===== src/rtl/sc_stream_engine.sv =====
// Stream-cipher engine between the UART receiver and the transmit buffer.
// Loads a hex key, encrypts printable bytes to hex pairs, decrypts hex pairs.
module sc_stream_engine #(
    parameter int          KEY_NIB = 8,
    parameter logic [63:0] TAPS    = 64'h0000_0000_0040_0007
) (
    input  logic       clk,
    input  logic       rst,
    input  logic       rx_valid,
    input  logic [7:0] rx_data,
    input  logic       tx_ready,
    output logic       tx_valid,
    output logic [7:0] tx_data,
    output logic       print_buf,
    output logic       err,
    output logic [2:0] mode
);
    localparam int W = 4 * KEY_NIB;
    localparam logic [W-1:0] TapMask = TAPS[W-1:0];
    localparam logic [W-1:0] One = {{(W - 1){1'b0}}, 1'b1};
    localparam logic [4:0] NibLast = 5'(KEY_NIB - 1);

    typedef enum logic [2:0] {
        IDLE, LOAD, LOAD_CR, ENC, ENC_LS, DEC_HI, DEC_LO, DEC_OUT
    } state_t;

    state_t state, stateNext;
    logic [W-1:0] keyQ, keyNext, lfsrQ, lfsrNext, lfsrStep;
    logic [4:0] cntQ, cntNext;
    logic [7:0] byteQ, byteNext, cipher, decByte, txDataNext;
    logic [3:0] hiQ, hiNext, nib;
    logic txValidNext, printNext, errNext;
    logic [2:0] modeNext;
    logic accept, handshake, isHex, isCr, isPrint;

    function automatic logic [7:0] hexChar(input logic [3:0] n);
        return (n < 4'd10) ? 8'h30 + {4'h0, n} : 8'h37 + {4'h0, n};
    endfunction

    function automatic logic printable(input logic [7:0] b);
        return (b >= 8'h20) && (b <= 8'h7E);
    endfunction

    assign accept    = rx_valid && !tx_valid;
    assign handshake = tx_valid && tx_ready;
    assign isCr      = rx_data == 8'h0D;
    assign isPrint   = printable(rx_data);
    assign lfsrStep  = {lfsrQ[W-2:0], 1'b0} ^ (lfsrQ[W-1] ? TapMask : '0);
    assign cipher    = rx_data ^ lfsrQ[7:0];
    assign decByte   = {hiQ, nib} ^ lfsrQ[7:0];

    always_comb begin
        isHex = 1'b0;
        nib   = 4'h0;
        unique case (1'b1)
            (rx_data >= 8'h30 && rx_data <= 8'h39): begin
                isHex = 1'b1;
                nib   = rx_data[3:0];
            end
            (rx_data >= 8'h41 && rx_data <= 8'h46),
            (rx_data >= 8'h61 && rx_data <= 8'h66): begin
                isHex = 1'b1;
                nib   = rx_data[3:0] + 4'd9;
            end
            default: ;
        endcase
    end

    always_comb begin
        stateNext   = state;
        keyNext     = keyQ;
        lfsrNext    = lfsrQ;
        cntNext     = cntQ;
        byteNext    = byteQ;
        hiNext      = hiQ;
        txValidNext = tx_valid;
        txDataNext  = tx_data;
        printNext   = accept && isCr;
        errNext     = rx_valid && tx_valid;
        unique case (state)
            IDLE: if (accept) begin
                if (rx_data == 8'h45) stateNext = ENC;
                else if (rx_data == 8'h44) stateNext = DEC_HI;
                else if (rx_data == 8'h4C) begin
                    stateNext = LOAD;
                    cntNext   = 5'd0;
                end
            end
            LOAD: if (accept) begin
                if (isHex) begin
                    keyNext = {keyQ[W-5:0], nib};
                    cntNext = cntQ + 5'd1;
                    if (cntQ == NibLast) stateNext = LOAD_CR;
                end else if (isCr) begin
                    stateNext = IDLE;
                    errNext   = 1'b1;
                end
            end
            LOAD_CR: if (accept && isCr) begin
                // an all-zero LFSR would lock up, so substitute 1
                lfsrNext  = (keyQ == '0) ? One : keyQ;
                stateNext = IDLE;
            end
            ENC: begin
                if (handshake) begin
                    stateNext  = ENC_LS;
                    txDataNext = hexChar(byteQ[3:0]);
                end else if (accept) begin
                    if (isPrint) begin
                        byteNext    = cipher;
                        lfsrNext    = lfsrStep;
                        txValidNext = 1'b1;
                        txDataNext  = hexChar(cipher[7:4]);
                    end else if (isCr) begin
                        stateNext = IDLE;
                    end
                end
            end
            ENC_LS: if (handshake) begin
                txValidNext = 1'b0;
                stateNext   = ENC;
            end
            DEC_HI: if (accept) begin
                if (isHex) begin
                    hiNext    = nib;
                    stateNext = DEC_LO;
                end else if (isCr) begin
                    stateNext = IDLE;
                end
            end
            DEC_LO: if (accept) begin
                if (isHex) begin
                    byteNext    = decByte;
                    lfsrNext    = lfsrStep;
                    txValidNext = 1'b1;
                    txDataNext  = printable(decByte) ? decByte : 8'h2E;
                    stateNext   = DEC_OUT;
                end else if (isCr) begin
                    stateNext = IDLE;
                end
            end
            DEC_OUT: if (handshake) begin
                txValidNext = 1'b0;
                stateNext   = DEC_HI;
            end
            default: stateNext = IDLE;
        endcase
    end

    always_comb begin
        modeNext = 3'b000;
        unique case (stateNext)
            LOAD, LOAD_CR:           modeNext = 3'b100;
            DEC_HI, DEC_LO, DEC_OUT: modeNext = 3'b010;
            ENC, ENC_LS:             modeNext = 3'b001;
            default:                 modeNext = 3'b000;
        endcase
    end

    always_ff @(posedge clk) begin
        if (rst) begin
            state     <= IDLE;
            keyQ      <= One;
            lfsrQ     <= One;
            cntQ      <= 5'd0;
            byteQ     <= 8'h00;
            hiQ       <= 4'h0;
            tx_valid  <= 1'b0;
            tx_data   <= 8'h00;
            print_buf <= 1'b0;
            err       <= 1'b0;
            mode      <= 3'b000;
        end else begin
            state     <= stateNext;
            keyQ      <= keyNext;
            lfsrQ     <= lfsrNext;
            cntQ      <= cntNext;
            byteQ     <= byteNext;
            hiQ       <= hiNext;
            tx_valid  <= txValidNext;
            tx_data   <= txDataNext;
            print_buf <= printNext;
            err       <= errNext;
            mode      <= modeNext;
        end
    end
endmodule


===== config.mk =====
export PLATFORM = sky130hd
export DESIGN_NAME = sc_stream_engine
export DESIGN_NICKNAME = d
export VERILOG_FILES = /design/src/rtl/sc_stream_engine.sv
export SDC_FILE = /design/constraint.sdc
export NUM_CORES = 1
export LEC_CHECK = 0
export ABC_AREA = 1
export CORE_ASPECT_RATIO = 0.75
export CORE_MARGIN = 2
export CORE_UTILIZATION = 55
export DETAILED_ROUTE_END_ITERATION = 8
export MAX_ROUTING_LAYER = met4
export PLACE_DENSITY = 0.75
export SLEW_MARGIN = 20
export SYNTH_ARGS = -nofsm -noshare
export SYNTH_HDL_FRONTEND = slang
export SYNTH_SLANG_ARGS = --single-unit

===== constraint.sdc =====
create_clock -name clk -period 3 [get_ports clk]
set_clock_uncertainty 0.15 [all_clocks]
set_input_delay 0.3 -clock clk [delete_from_list [all_inputs] [get_ports clk]]
set_output_delay 0.3 -clock clk [all_outputs]
set_load 0.01 [all_outputs]

---- After elaboration in Yosys (flattened, before gate mapping) ----
Cells that the tools add are included.
W data, S select, Z words.
word-level totals
  register bits ........................... 94
  input port bits ......................... 12
  output and inout bits ................... 14
operators by class
  add/sub/neg operators ................... 6
  magnitude comparators ................... 12
  equality and inequality tests ........... 34
  mux-type cells .......................... 64
  bitwise gates (word level) .............. 3
  reduce and logical (&&, ||, !) cells .... 29
operators by type and width
  cell                   number
  $mux W32               7
  $pmux W32 S3           1
  $mux W3                18
  $mux W8                6
  $le A8 B7 Y1 const B   4
  $logic_not A32 Y1      1
  $xor A32 B23 Y32       1
  $mux W5                6
  $add A6 B4 Y7 const A  4
  $eq A3 B3 Y1 const B   8
  $eq A8 B7 Y1 const B   3
  $ge A8 B6 Y1 const B   3
  $ne A2 B2 Y1 const B   12
  $pmux W3 S8            1
  $mux W23               1
  $reduce_and A7 Y1      3
  $mux W4                5
  $ge A8 B7 Y1 const B   2
  $pmux W4 S2            2
  $pmux W8 S2            1
  $xor A8 B8 Y8          2
  $mux W7                2
  $eq A3 B2 Y1 const B   4
  $mux W1                11
  22 further kinds       40

---- Logic depth before layout (Yosys ltp) ----
  depth after elaboration ................. 11
  gate-level depth with buffers ........... 16
  depth with buffers taken out ............ 15

---- Least setup slack after synthesis ----
No wires, ideal clock.
  path type ............................... input port to flip-flop
  start ................................... in rx_data[0]
  end ..................................... reg lfsrQ[10]
  library setup time ...................... 125 ps
  data arrival time ....................... 1698 ps
  required time ........................... 2725 ps
  setup slack ............................. 1027 ps
  cell stages on the path ................. 10
  buffers on the path ..................... 2
  cells stage by stage .................... clkbuf_2 inv_1 ha_1 nand3_1 nand3_4 nand3_2 nand3b_2 nor2_8 buf_2 a31oi_1
between the ends
  word-level cells in the longest chain between the ends .. 6
  elaborated cells between the ends (all ways) .. 20
  classes of those cells .................. order compare: 8; eq/ne: 4; mux: 1; reduce/logical: 7
RTL lines
  what                                        RTL line    source
  from (decl)                                 10          input logic [7:0] rx_data,
  $ge A8 B6 Y1, or another cell as far along  56          (rx_data >= 8'h30 && rx_data <= 8'h39): begin
  $logic_and A1 B1 Y1 (on tied branches)      56, 60, 61
  $reduce_or A3 Y1 (no source line)           -
  $mux W1                                     55          unique case (1'b1)
  $ne A2 B2 Y1 (no source line)               -
  $reduce_and A7 Y1 (no source line) *        -
  to (signal assigned)                        164         lfsrQ <= One;
  to (signal assigned)                        176         lfsrQ <= lfsrNext;
  to (decl)                                   28          logic [W-1:0] keyQ, keyNext, lfsrQ, lfsrNext, lfsrStep;
Every way passes the cells marked *; elsewhere a longest branch is shown, timed or not.
A chain may end at the register's enable or synchronous reset.

---- Worst setup path after layout ----
  start ................................... in rx_data[1]
  end ..................................... reg lfsrQ[14]
Same word-level chain as after synthesis.

==> impl_metrics.py <==
metrics = {
    "floorplanning": {
        "pin_count": 26,
        "die_area_um2": 9635,
        "die_x_um": 112.7,
        "design.core.area_um2": 8527,
        "start_util_pct": 57.14,
        "die-height_um": 85.51,
        "rows": 29,
    },
    "timing": {
        "rsz0062_at_grt": "false",
        "drv_slew": 0,
        "relSlewSlack_pct": 55.68,
        "hold_slack_ps": 293.3,
        "setup_tns_ps": 0,
        "setup_viol_count_final": 0,
        "fin_crit_ps": 2421,
        "worst_slew_pin_slew_ps": 658.9,
        "fmax_ghz": 0.4131,
        "finalCritPeriodShare_pct": 80.69,
        "finalHoldViolCount": 0,
    },
    "cells_and_area": {
        "nets": 726,
        "final_util_pct": 65.12,
        "area_delta_synth_final_pct": 13.97,
        "drive_above_1_share_pct": 7.876,
        "diodes": 0,
    },
    "global_route": {
        "grt_overflow": 0,
        "grt_max_degree": 59,
        "grt_antenna_before_repair": 0,
        "grt_pass1_wl_um": 19680,
        "grt_use_total_pct": 26.08,
        "grt_pass1_vias": 4090,
    },
    "flow_run": {
        "drv_cap": 0,
    },
    "pwr": {
        "pwr-share-comb_pct": 17.7,
        "p_sw_uw": 883.5,
        "p_leak_nw": 2.162,
        "peakVddDrop_v": 0.0004087,
        "p_seq_share_pct": 44.5,
        "p_per_area_nw_per_um2": 582.9,
        "p_clk_share_pct": 37.9,
        "swShare_pct": 27.30,
        "p_int_mw": 2.353,
    },
    "placement": {
        "io_buffers": 25,
        "routabilityCongestion": 0.9994,
        "dp_hpwl_um": 8499,
    },
    "worst_setup_path": {
        "critPathMaxStageDelay_ps": 420,
        "r2r_setup_slack_ps": 620,
        "crit_family": "simple AND/OR/NAND/NOR gates",
        "crit_path_start_kind": "input pin",
        "r2r_start": "state[1]",
        "cp.buffers_inverters": 3,
        "critPathSlowestCell": "clkdlybuf4s50_1",
        "arrival_ps": 2530,
        "required_ps": 3110,
        "rr_worst_depth": 7,
        "worstPathMaxFanout": 22,
        "crit_chain": "clkdlybuf4s50_1 > inv_1 > ha_1 > nor2_1 > nand2_1 > nand3_1 > nand3_2 > nand3b_2 > nor2_8 > buf_4 > o21ai_0 > a31oi_1",
        "rr_endpoint": "lfsrQ[9]",
        "crit_path_end_kind": "register",
        "critPathKind": "input pin to register",
    },
    "logic_synthesis": {
        "synth_cell_types": 48,
        "syn-cell-area_um2": 4872,
        "synth_enable_flop_cells": 0,
        "yosysWarnings": 0,
        "synth-seq-cells": 94,
        "synth_top_family_by_area": "simple AND/OR/NAND/NOR gates",
        "synth-adder-area-share_pct": 1.798,
        "postSynthCellCount": 689,
        "synth_flop_cell": "dfxtp_1",
        "async_flop_share_pct": 0,
        "yosysSeqAreaShare_pct": 38.62,
        "synthSimpleGateAreaFrac_pct": 27.73,
        "synth_area_per_cell_um2": 7.071,
        "synth-xor-area-share_pct": 2.876,
        "synthMuxAreaShare_pct": 0,
        "synth_fp_nets": 708,
        "synth_compound_area_share_pct": 21.24,
    },
    "worst_hold_path": {
        "hold_path_depth": 2,
        "holdPathEnd": "tx_data[7]",
        "worstHoldPathType": "register to register",
        "hold_start": "tx_data[7]",
    },
    "routing": {
        "drt_first_iter_violations": 493,
        "avgRoutedWirePerCell_um": 14.24,
        "num_vias": 4637,
        "viasPerCell": 5.662,
        "drt_pre_antenna_iters": 5,
        "ant_nets": 0,
        "drt_wl_total_um": 11660,
        "drc": 0,
    },
    "clocking": {
        "cts_max_level": 3,
        "worstSkewPairLatency_ps": 340,
        "ctsResizeCount": 0,
        "cts_hold_buf": 0,
        "cts_tree": "built",
        "numCtsBuffers": 9,
        "clkTransAtPathRegs_ps": 60,
        "cts.path.max_buffers": 2,
        "cts_root_buffer": "clkbuf_16",
        "numClockSinks": 94,
        "cts_setup_buffers": 0,
    },
    "status": {
        "status": "complete, no violations",
    },
}
[sequential cells by signal, indices dropped and copies added, names as in the netlist]
name and flops:
tx_data 8, state 3, keyQ 32, mode 3, print_buf 1, hiQ 4, err 1, lfsrQ 32
cntQ 5, byteQ 4, tx_valid 1
[cell type report]
class	count	area (um^2)
repair buffers	38	372.9
flip-flops and latches	94	1882
clock buffers	12	256.5
fillers	772	2974
multi-input cells	504	2614
clock inverters	3	67.56
well taps	108	135.1
inverters	60	225.2
[worst max path at each step]
stage	depth (start not counted)	slack [ps]	end	from
6_report	12	580	lfsrQ[14]	rx_data[1]
5_1_grt	7	340	lfsrQ[9]	state[1]
4_1_cts	12	610	lfsrQ[14]	rx_data[1]
3_5_place_dp	12	290	lfsrQ[4]	rx_data[1]
3_3_place_gp	12	380	lfsrQ[13]	rx_data[1]
2_1_floorplan	10	1030	lfsrQ[10]	rx_data[0]
[worst min-delay path, stage by stage (launching register included)]
cell and delay [ps]:
dfxtp_1 310, nand2_1 60, nor2_1 40
[power groups by stage]
stage	combinational (mW)	clock [mW]	sequential, mW
final	0.572	1.23	1.44
after global routing	0.648	1.29	1.45
after detailed placement	0.562	0	1.46
after CTS	0.566	1.24	1.44
after global placement	0.548	0	1.46
after floorplan	0.441	0	1.44
[placed cells by master, fill, tap and decap left out, drive strengths merged, types with 2 or more instances in the layout]
cell type and count:
nand3b 3, a211oi 2, ha 7, o21ai 74, nand4 13, clkdlybuf4s50 25
nand3 35, buf 13, a21oi 56, xnor2 10, a31oi 35, nand2 173
nor3 9, o21a 2, inv 59, bufinv 2, clkbuf 12, nor4 4
o211ai 5, a21o 2, nor2 59, xor2 6, dfxtp 94
[routing by layer]
layer  track usage, %  wire [um]
met3            4.947        869
met4            5.322        111
met1            38.05       5862
met5                -          0
met2            37.94       4820
[Yosys cell counts (2+ instances only)]
master / count / area [um^2]
nor2_2: 2 / 12.51
nand3_2: 4 / 40.04
inv_1: 55 / 206.5
xnor2_1: 10 / 87.58
nand2_2: 4 / 25.02
o21ai_1: 21 / 105.1
a31oi_1: 35 / 219.0
ha_1: 7 / 87.58
nor2_1: 51 / 191.4
xor2_1: 6 / 52.55
nand4_1: 12 / 75.07
nor2_4: 5 / 56.30
a21o_1: 2 / 15.01
a21oi_1: 55 / 275.3
nand3b_1: 2 / 15.01
o211ai_1: 4 / 30.03
nor4_1: 4 / 25.02
nand3_1: 30 / 150.1
nor3_1: 9 / 45.04
o21ai_0: 52 / 260.3
nand2_1: 168 / 630.6
o21a_1: 2 / 15.01
inv_2: 4 / 15.01
buf_2: 9 / 45.04
dfxtp_1: 94 / 1882
buf_6: 3 / 33.78
clkbuf_1: 18 / 67.56
[per-stage QoR]
step	cells	worst slack (ps)	cell area (um^2)	total power [mW]
final	819	579.5	5553	3.237
after global routing	819	339.6	5553	3.390
after CTS	819	610.0	5553	3.247
after detailed placement	804	294.1	5229	2.025
after global placement	804	383.1	5229	2.009
after floorplan	689	1027	4872	1.882
[cells by family after synthesis]
logic type                 after synthesis
and+or+nand+nor                        298
adders and majority gates                7
AOI/OAI and AO/OA                      183
buffers and inverters                   91
xor gates and xnor gates                16
DFF                                     94
Note: power is estimated with default switching activity, not from simulation.
